<file path="config.mk">
export PLATFORM = sky130hd
export DESIGN_NAME = div_bus_ctrl
export DESIGN_NICKNAME = d
export VERILOG_FILES = /design/src/rtl/div_bus_ctrl.sv
export SDC_FILE = /design/constraint.sdc
export NUM_CORES = 1
export LEC_CHECK = 0
export CORE_ASPECT_RATIO = 0.5
export CORE_MARGIN = 3
export CORE_UTILIZATION = 55
export DETAILED_ROUTE_END_ITERATION = 10
export PLACE_DENSITY_LB_ADDON = 0.2
export SKIP_CTS_REPAIR_TIMING = 1
export SYNTH_ARGS = -nofsm -noshare
export SYNTH_HDL_FRONTEND = slang
export SYNTH_SLANG_ARGS = --single-unit
</file>
<file path="constraint.sdc">
create_clock -name clk -period 3.19 [get_ports clk]
set_input_delay 0.638 -clock clk [delete_from_list [all_inputs] [get_ports clk]]
set_output_delay 0.638 -clock clk [all_outputs]
set_load 0.01 [all_outputs]
</file>
<file path="src/rtl/div_bus_ctrl.sv">
// Byte-wide register-bus front end for the 16-bit signed divider: it collects the
// operands, starts the divider, waits for its ready handshake and latches the result.
//
// state     | meaning
// IDLE      | waiting for GO; bus writes accepted
// START     | one-cycle div_start pulse, timeout budget loaded
// WAIT_ACK  | waiting for div_ready to drop (divider accepted)
// WAIT_DONE | waiting for div_ready to rise, then latch Q/R
module div_bus_ctrl #(
  parameter int TIMEOUT = 64,
  parameter int W       = 16
) (
  input  logic         clk,
  input  logic         rst,
  input  logic [3:0]   addr,
  input  logic         wr_en,
  input  logic         rd_en,
  input  logic [7:0]   wdata,
  output logic [7:0]   rdata,
  output logic         irq,
  output logic         div_start,
  output logic [W-1:0] div_A,
  output logic [W-1:0] div_B,
  input  logic         div_ready,
  input  logic [W-1:0] div_Q,
  input  logic [W-1:0] div_R
);

  localparam int CW = $clog2(TIMEOUT + 1);

  typedef enum logic [1:0] {IDLE, START, WAIT_ACK, WAIT_DONE} state_t;

  state_t        state, state_nxt;
  logic [CW-1:0] cnt;
  logic [W-1:0]  a_reg, b_reg, q_reg, r_reg;
  logic          done, dz, to, dz_pend;
  logic          busy, wr_ok, go, clr, status_rd;
  logic          latch_res, timeout_hit;
  logic [7:0]    rd_mux;

  assign busy      = (state != IDLE);
  assign wr_ok     = wr_en && !busy;
  assign go        = wr_ok && (addr == 4'd4) && wdata[0];
  assign clr       = wr_ok && (addr == 4'd4) && wdata[1] && !wdata[0];
  assign status_rd = rd_en && (addr == 4'd5);

  assign div_start = (state == START);
  assign div_A     = a_reg;
  assign div_B     = b_reg;
  assign irq       = done;

  always_comb begin
    state_nxt   = state;
    latch_res   = 1'b0;
    timeout_hit = 1'b0;
    case (state)
      IDLE:      if (go && (b_reg != '0)) state_nxt = START;
      START:     state_nxt = WAIT_ACK;
      WAIT_ACK: begin
        if (!div_ready) begin
          state_nxt = WAIT_DONE;
        end else if (cnt == '0) begin
          timeout_hit = 1'b1;
          state_nxt   = IDLE;
        end
      end
      WAIT_DONE: begin
        if (div_ready) begin
          latch_res = 1'b1;
          state_nxt = IDLE;
        end else if (cnt == '0) begin
          timeout_hit = 1'b1;
          state_nxt   = IDLE;
        end
      end
      default:   state_nxt = IDLE;
    endcase
  end

  always_ff @(posedge clk or negedge rst) begin
    if (!rst) begin
      state <= IDLE;
      cnt   <= '0;
    end else begin
      state <= state_nxt;
      // One budget covers both wait states together.
      if (state == START)
        cnt <= CW'(TIMEOUT - 1);
      else if (busy && (cnt != '0))
        cnt <= cnt - 1'b1;
    end
  end

  always_ff @(posedge clk or negedge rst) begin
    if (!rst) begin
      a_reg <= '0;
      b_reg <= '0;
    end else if (wr_ok) begin
      case (addr)
        4'd0: a_reg[7:0]  <= wdata;
        4'd1: a_reg[15:8] <= wdata;
        4'd2: b_reg[7:0]  <= wdata;
        4'd3: b_reg[15:8] <= wdata;
        default: ;
      endcase
    end
  end

  // Set events take priority over clears so a completion is never lost.
  always_ff @(posedge clk or negedge rst) begin
    if (!rst) begin
      done    <= 1'b0;
      dz      <= 1'b0;
      to      <= 1'b0;
      dz_pend <= 1'b0;
      q_reg   <= '0;
      r_reg   <= '0;
    end else begin
      dz_pend <= go && (b_reg == '0);

      if (dz_pend || latch_res || timeout_hit) done <= 1'b1;
      else if (go || clr || status_rd)        done <= 1'b0;

      if (dz_pend)          dz <= 1'b1;
      else if (go || clr)   dz <= 1'b0;

      if (timeout_hit)      to <= 1'b1;
      else if (go || clr)   to <= 1'b0;

      if (latch_res) begin
        q_reg <= div_Q;
        r_reg <= div_R;
      end else if (dz_pend) begin
        q_reg <= '1;
        r_reg <= a_reg;
      end
    end
  end

  always_comb begin
    rd_mux = 8'h00;
    case (addr)
      4'd0: rd_mux = a_reg[7:0];
      4'd1: rd_mux = a_reg[15:8];
      4'd2: rd_mux = b_reg[7:0];
      4'd3: rd_mux = b_reg[15:8];
      4'd5: rd_mux = {4'b0000, to, dz, done, busy};
      4'd6: rd_mux = q_reg[7:0];
      4'd7: rd_mux = q_reg[15:8];
      4'd8: rd_mux = r_reg[7:0];
      4'd9: rd_mux = r_reg[15:8];
      default: rd_mux = 8'h00;
    endcase
  end

  always_ff @(posedge clk or negedge rst) begin
    if (!rst)       rdata <= 8'h00;
    else if (rd_en) rdata <= rd_mux;
  end

endmodule

</file>
==> summary.txt <==
Synthesis
  • Library cell occupying the most area in the post-synthesis netlist: dfrtp_1
  • Share of the synthesized area in the top cell type: 49.9%
  • Per-instance average area after synthesis: 10.7 um2
  • Number of flip-flops and latches in the synthesized netlist: 85
  • Top cells by area, synth: dfrtp_1, mux2_1, mux2i_1
  • Post-synthesis cell area: 4260 um2
  • Fraction of registers with async set/reset: 100%
  • Sequential area share after synthesis: 49.9%
  • Syn Nets: 451
  • Number of different library cells in the post-synthesis netlist: 58
  • Count of synthesis-stage warnings from yosys: 0
  • Number of instances in the synthesized netlist: 400
  • Main synth FF type: dfrtp_1
  • Post-synth EDFFs: 0

Pwr
  • Total power divided by cell area: 803 nW/um2
  • Pleak: 2.34 nW
  • Worst IR drop on VDD: 0.393 mV

STA
  • Total of endpoints with negative setup slack in the final report: 0
  • Count of final max-slew check failures: 0
  • Period utilisation layout: 78.8%
  • Post-Route Setup TNS: 0 ns
  • Final WS setup: 0.675 ns
  • Highest attainable clock frequency: 0.398 GHz
  • RSZ-0062 raised after global routing: no
  • Minimum period implied by the final worst setup slack: 2.51 ns
  • Actual transition at the worst max-transition pin: 1.07 ns
  • Remaining max-slew budget at the tightest pin: 28.5%
  • Fin. Hold Viols: 0
  • Post-Route Skew: 0.00606 ns

Placement
  • Placed wire-length estimate: 8810 um
  • Routability cong.: 0.960
  • Pre-CTS setup slack: 0.473 ns
  • Total placed cells including tap cells: 566
  • Placed cell areas: 5240 um2
  • Count of port buffers added during placement: 90

Detailed routing
  • First-pass DRT Iterations: 7
  • Vias post-DR: 3617
  • Sum of routed wire length over all layers: 12100 um
  • Final antenna-violating net count: 0
  • First-iteration detailed-routing DRC count: 398
  • Vias per inst: 6.21
  • Post-route DRC violation count: 0
  • Average wire length per cell after detail routing: 20.8 um

Finish
  • Post-layout nets: 536
  • Number of standard cells in the final layout excluding fillers: 582
  • Share of final-layout standard cells stronger than drive strength 1: 7.55%
  • Number of antenna diodes: 0
  • Area occupied by registers: 2130 um2
  • Total area of multi-input combinational cells: 1970 um2
  • Filler Cells Inserted: 468
  • Design area: 5530 um2
  • Area growth syn-to-layout: 29.8%

CTS
  • Maximum buffer depth of the clock tree: 2
  • Inserted Clock Buffers: 9
  • Clock root buffer: clkbuf_16
  • Clock-pin slew reported for the worst setup and hold paths after clock tree synthesis: 0.06 ns
  • Later-pin clock latency in the skew report: 0.34 ns
  • Number of sinks handled by clock tree synthesis: 85
  • CTS tree: built
  • Total number of H-tree levels: 3

Global routing
  • GRT Resource Usage Total: 28.3%
  • Overflow after GRT: 0
  • Via count of the first global-routing pass: 3458
  • Largest net degree at the start of global routing: 86
  • Initial antenna violation count: 0
  • Global-route wire length before repair: 18600 um

Setup path
  • Worst EP arrival: 1.88 ns
  • CP Max Fanout: 12
  • Data required, critical path: 2.55 ns
  • Element type at the critical path start: flip-flop
  • Critical setup path kind: reg2out
  • Timing startpoint of the critical path: state[1]$_DFFE_PN0P_
  • Worst setup EP type: output pin
  • Worst R2R Start: state[1]$_DFFE_PN0P_

Die
  • Initial standard-cell utilization of the core: 60.1%
  • Die extent in x: 131 um
  • Floorplan die height: 68.3 um
  • Number of ports placed on the die boundary: 91
  • Die footprint: 8910 um2
  • Standard-cell rows: 21
  • Area of the core region: 7090 um2

Outcome
  • Result of the run: finished, final reports clean

Worst hold path
  • Worst hold-check path type: in2async

Run
  • Number of maximum-capacitance constraint violations: 0
worst paths after layout:
| path | endpoint | slack, ns | depth (start not counted) |
|---|---|---|---|
| setup / recovery | div_start | 0.68 | 3 |
| hold / removal | r_reg[12]$_DFFE_PN0P_ | 0.49 | 1 |
| setup reg to reg | div_B[10]$_DFFE_PN0P_ | 1.28 | 4 |
| min in group clk | cnt[6]$_DFFE_PN0P_ | 0.49 | 1 |
| max in group asynchronous | cnt[6]$_DFFE_PN0P_ | 2.01 | 1 |
| hold reg to reg | cnt[6]$_DFFE_PN0P_ | 0.49 | 1 |
synthesized netlist by cell type (all sizes together) (5+ instances only):
master and n:
a21oi 5, a22oi 5, and3 5, buf 17, clkbuf 10, dfrtp 85
inv 10, mux2 38, mux2i 29, nand2 44, nand2b 6, nor2 31
nor2b 5, o211ai 5, o21ai 37, o22ai 6
metrics by stage:
stage                     power, mW  hold slack, ns  util, %
after floorplan                2.60           0.342        -
after global placement         3.32           0.457     73.9
after detailed placement       3.40           0.470     73.9
after CTS                      4.44           0.489     78.0
after global routing           4.68           0.506     78.0
final                          4.44           0.485     78.0
area by class of cell:
cell class	instances	area share (%)
Clock buffer	10	4.14
Multi-Input combinational cell	278	35.6
Clock inverter	6	1.15
Sequential cell	85	38.4
Timing Repair Buffer	101	18.0
Inverter	10	0.678
Tap cell	92	2.08
kinds of logic (layout without fill, tap and decap cells):
| family | Yosys count | count (layout) | synth area share (%) |
|---|---|---|---|
| simple gates | 115 | 115 | 13.1 |
| compound gates | 89 | 89 | 14.2 |
| flops | 85 | 85 | 49.9 |
| mux | 68 | 68 | 17.4 |
| buf+inv | 37 | 127 | 3.96 |
| fa+ha+maj | 3 | 3 | 0.822 |
| xor+xnor | 3 | 3 | 0.616 |
worst max-delay path, stage by stage (launching register included):
cell,delay [ns]
dfrtp_1,0.53
nand2b_1,0.29
inv_1,0.16
clkdlybuf4s50_1,0.56
cells in the final DEF, fill, tap and decap left out, types with 5 or more instances in the layout:
master           count
o21ai_0             32
mux2_1              38
o22ai_1              6
a22oi_1              5
nand2_1             41
clkdlybuf4s50_1     89
buf_4               11
dfrtp_1             85
nor2_1              30
mux2i_1             29
nor2b_1              5
a21oi_1              5
inv_1               10
nand2b_1             6
clkbuf_16            9
routing by layer:
metal  vias up  GRT usage (%)  part of all wire [%]
met2       165           43.3                    45
li1       1610              -                     -
met5         -              0                     0
met4         0           7.56                   1.2
met1      1827           39.9                    44
met3        15           8.34                   9.1
power by group:
group | internal [mW] | leakage (nW) | switching (mW)
Combinational | 0.782 | 1.14 | 0.682
Sequential | 1.51 | 1.06 | 0.442
Clock | 0.605 | 0.138 | 0.421
Total | 2.90 | 2.34 | 1.54
Power figures use the tool's default switching activity.
==> patch 1 (same settings) <==
Change the parameter `TIMEOUT` from 64 to 128.
--- a/src/rtl/div_bus_ctrl.sv
+++ b/src/rtl/div_bus_ctrl.sv
@@ -7,7 +7,7 @@
 // WAIT_ACK  | waiting for div_ready to drop (divider accepted)
 // WAIT_DONE | waiting for div_ready to rise, then latch Q/R
 module div_bus_ctrl #(
-  parameter int TIMEOUT = 64,
+  parameter int TIMEOUT = 128,
   parameter int W       = 16
 ) (
   input  logic         clk,
Function: same outputs for any inputs over 10 cycles, from zero or initial values and one cycle with rst low; that may be too few to reach the edited logic, so the function may still have changed.
==> patch 1 against the original RTL <==
Area after synthesis increased by 1.4%; non-clock buffer count up 1; total power up 5.9%; largest cell class unchanged; hold slack worse by 0.18 ns; setup slack got worse by 0.10 ns; wire length rose by 1.7%; cell area grew 2.3%; sequential cell count rose by 1.
==> patch 1: results (changes against the original RTL) <==
| Metric | Value |
|---|---|
| Status | `finished clean` |
| Placed insts | `599 (+5.8%)` |
| Vias in the first global route | `3469 (+0.32%)` |
| Max VDD drop | `0.452 mV (+15%)` |
| Arr. time, crit path | `1.98 ns (+0.10 ns)` |
| Drt initial violations | `357 (-10%)` |
| Cell Count, Final, Fillers Out | `615 (+5.7%)` |
| Synth Area in Compound Gates | `14.6% (+0.33 points)` |
| CTS Buf Count | `9 (unchanged)` |
| Vias per inst | `6.00 (-3.5%)` |
| Sw frac | `33.5% (-1.3 points)` |
| Pre-CTS worst setup slack | `0.467 ns (-0.00564 ns)` |
| Post-Synth XOR/XNOR Area | `0.811% (+0.19 points)` |
| Drt pass-1 iters | `5 (-2)` |
| Lkg Pwr | `2.32 nW (-0.83%)` |
| Synth area leaders | `dfrtp_1 50%, mux2_2 9.4%, mux2i_1 5.3%, nand2_1 4.8%, o21ai_0 4.7%` |
| DRT met1 WL | `5.48 mm (+2.0%)` |
| Core area | `7490 um^2 (+5.5%)` |
| Global Route met3 Usage | `10.9% (+2.6 points)` |
| Hpwl dp | `8.50 mm (-3.5%)` |
| Pin count of the biggest net entering global routing | `65 (-24%)` |
| Syn Nets | `464 (+2.9%)` |
| Grt met1 use | `37.9% (-2.0 points)` |
| Total track usage | `27.8% (-0.57 points)` |
| Synth Area in Adders | `0.521% (-0.30 points)` |
| Routed WL per cell | `20.0 um (-3.8%)` |
| Mux cell area share after synthesis | `15.4% (-2.0 points)` |
| Dpl cell area | `5330 um^2 (+1.7%)` |
| Distinct cells, synth | `59 (+1.7%)` |
| Logic pwr share | `31.7% (-1.3 points)` |
| Slew @ Worst Pin | `0.799 ns (-0.274 ns)` |
| Ratio of cells with drive above 1 in the final layout | `15.6% (+8.0 points)` |
| Sequential area share after synthesis | `49.8% (-0.086 points)` |
| DR WL met3 | `1.23 mm (+12%)` |
| Leading cell types by count after synthesis | `86 x dfrtp_1, 55 x nand2_1, 41 x o21ai_0` |
| Grt met2 use | `41.1% (-2.2 points)` |
| FILL cells | `532 (+14%)` |
| Slowest-stage cell, CP | `dfrtp_1` |
| Clock net power | `1.16 mW (+13%)` |
| First-pass GRT wire length | `19.1 mm (+2.5%)` |
| Clk_skew | `0.00629 ns (+0.000227 ns)` |
| Gpl congestion | `0.904 (-5.8%)` |
-- patch 1: cell count changes in the layout (fill, tap and decap cells not counted), sizes merged, moves of 5 or more --
cell and change:
nand2 +13, o21ai +6, nor3b +5, o22ai -5, o2bb2ai +5, mux2i -6, a21oi +8
-- patch 1: final cells by class --
type / count / area (um^2) / share of cell area [%]
Multi-Input combinational cell: 297 / 2030 / 35.9
Tap cell: 108 / 135 / 2.39
Inverter: 6 / 22.5 / 0.398
Sequential cell: 86 / 2150 / 38.0
Clock inverter: 5 / 81.3 / 1.44
Clock buffer: 11 / 253 / 4.46
Timing Repair Buffer: 102 / 988 / 17.5
-- patch 1: worst paths after layout --
check	from	end	slack, ns
max in group asynchronous	rst	q_reg[9]	2.14
max reg2reg	cnt[0]	cnt[2]	1.10
min in group clk	rdata[2]	rdata[2]	0.50
max	state[1]	div_start	0.57
min	rst	div_A[10]	0.31
min reg2reg	rdata[2]	rdata[2]	0.50
==> patch 2 (same flow settings) <==
Made on the original files. Encoding of `state_t`: now Gray code (2 bits for 4 states).
--- a/src/rtl/div_bus_ctrl.sv
+++ b/src/rtl/div_bus_ctrl.sv
@@ -28,7 +28,7 @@
 
   localparam int CW = $clog2(TIMEOUT + 1);
 
-  typedef enum logic [1:0] {IDLE, START, WAIT_ACK, WAIT_DONE} state_t;
+  typedef enum logic [1:0] {IDLE = 2'b00, START = 2'b01, WAIT_ACK = 2'b11, WAIT_DONE = 2'b10} state_t;
 
   state_t        state, state_nxt;
   logic [CW-1:0] cnt;
Behaviour: same outputs for any inputs over 10 cycles, from zero or initial values and one cycle with rst low; not proved beyond that.
==> patch 2 against the original RTL <==
Wire length decreased by 1.7%; global-route usage decreased by 0.64 points; hold slack got worse by 0.0076 ns; first-iteration DRC count decreased by 37%; sequential cell count unchanged; area after synthesis increased by 2.0%; total power increased by 1.2%; setup slack improved by 0.034 ns; cell area increased by 1.1%; largest power group unchanged; highest routed layer unchanged.
==> patch 2: results (changes against the original RTL) <==
| Metric | Value |
|---|---|
| Routed wl met2 | `5.48 mm (about the same)` |
| Synth area leaders | `dfrtp_1 49%, mux2_2 8.0%, nor2_1 4.7%, mux2i_1 4.6%, a21oi_1 4.3%` |
| DRT met1 WL | `5.31 mm (-1.1%)` |
| Final worst path period share | `77.8% (-1.1 points)` |
| Grt met1 use | `38.7% (-1.2 points)` |
| Leading cell types by count after synthesis | `85 x dfrtp_1, 55 x nor2_1, 37 x a21oi_1` |
| Synthesis Warnings | `0 (unchanged)` |
| Clock Path Buffers | `2 (unchanged)` |
| Status | `finished clean` |
| H-tree depth | `3 (unchanged)` |
| Vias per inst | `5.93 (-4.7%)` |
| Pin count of the biggest net entering global routing | `86 (unchanged)` |
| Crit-path max FO | `11 (-1)` |
| Async SR Flop Fraction | `100% (unchanged)` |
| Routed wire length | `11.9 mm (-1.7%)` |
| Top_reg_cell synth | `dfrtp_1` |
| Lkg Pwr | `2.24 nW (-4.1%)` |
| Uppermost layer routed | `met4` |
| Hpwl dp | `8.74 mm (-0.77%)` |
| Clk_lat worst skew | `0.34 ns (about the same)` |
| Syn Nets | `447 (-0.89%)` |
| FILL cells | `532 (+14%)` |
| Sequential area share after synthesis | `48.9% (-0.99 points)` |
| Number of diodes | `0 (unchanged)` |
| Drt initial violations | `252 (-37%)` |
| Max_slew headroom | `29.5% (+1.0 points)` |
| Max VDD drop | `0.499 mV (+27%)` |
| Distinct cells, synth | `68 (+17%)` |
| Total track usage | `27.7% (-0.64 points)` |
| First-pass GRT wire length | `19.2 mm (+3.3%)` |
| Clock slew at reported path FFs | `0.06 ns (about the same)` |
| Drt pass-1 iters | `5 (-2)` |
| CTS Buf Count | `9 (unchanged)` |
| Slowest-stage cell, CP | `dfrtp_1` |
| Clock root buffer | `clkbuf_16` |
| Vias in the first global route | `3534 (+2.2%)` |
| Hold Path Class | `in2async` |
| Ratio of cells with drive above 1 in the final layout | `16.3% (+8.8 points)` |
| IO Port Bufs | `90 (unchanged)` |
| Gpl congestion | `0.898 (-6.4%)` |
| Global Route met3 Usage | `7.10% (-1.2 points)` |
| Slowest stage delay, CP | `0.54 ns (-0.02 ns)` |
| DR WL met3 | `976 um (-11%)` |
| Grt met2 use | `44.3% (+1.0 points)` |
| Initial antenna violation count | `0 (unchanged)` |
| NumNets Final | `530 (-1.1%)` |
| Worst path required time | `2.55 ns (about the same)` |
| Clk_skew | `0.0105 ns (+0.00441 ns)` |
## patch 2: through the flow
stage          worst slack, ns  area (um^2)  instances
6_report                 0.710         5590        592
5_1_grt                  0.608         5590        592
4_1_cts                  0.708         5590        592
3_5_place_dp             0.662         5320        576
3_3_place_gp             0.670         5320        576
2_1_floorplan             1.40         4350        396
## patch 2: critical path, delay by kind of cell, from the launching register on
kind                   cells  cell delay, ns
buffers and inverters      2            0.66
flip-flops                 1            0.54
AND/OR/NAND/NOR            1            0.31
## patch 2: cell type report
cell class	instances	share of cell area [%]
clock inverter	5	0.626
tap	108	2.42
timing repair buffer	98	17.1
multi-input combinational	273	36.6
inverter	12	0.805
clock buffer	11	4.34
sequential	85	38.0
## patch 2: worst paths after layout
| check | from | endpoint | slack (ns) | cells after the start |
|---|---|---|---|---|
| min in group clk | rdata[5] | rdata[5] | 0.51 | 2 |
| setup / recovery | state[1] | div_start | 0.71 | 3 |
| max in group asynchronous | rst | irq | 2.01 | 1 |
| setup reg to reg | state[1] | div_A[2] | 1.35 | 4 |
| hold reg to reg | rdata[5] | rdata[5] | 0.51 | 2 |
| hold / removal | rst | r_reg[4] | 0.48 | 1 |
## patch 2: where the power goes
part	total, mW	switching [mW]	internal, mW
clock network	0.966	0.416	0.550
registers	1.98	0.467	1.52
logic	1.55	0.662	0.886
## patch 2: cell families after synthesis
| logic type | Yosys count | share of synthesized area, % |
|---|---|---|
| AOI/OAI and AO/OA | 88 | 14.3 |
| muxes | 65 | 17.3 |
| adders and majority gates | 3 | 0.805 |
| buffers and inverters | 38 | 4.09 |
| DFF | 85 | 48.9 |
| xor gates and xnor gates | 4 | 0.806 |
| and+or+nand+nor | 113 | 13.8 |
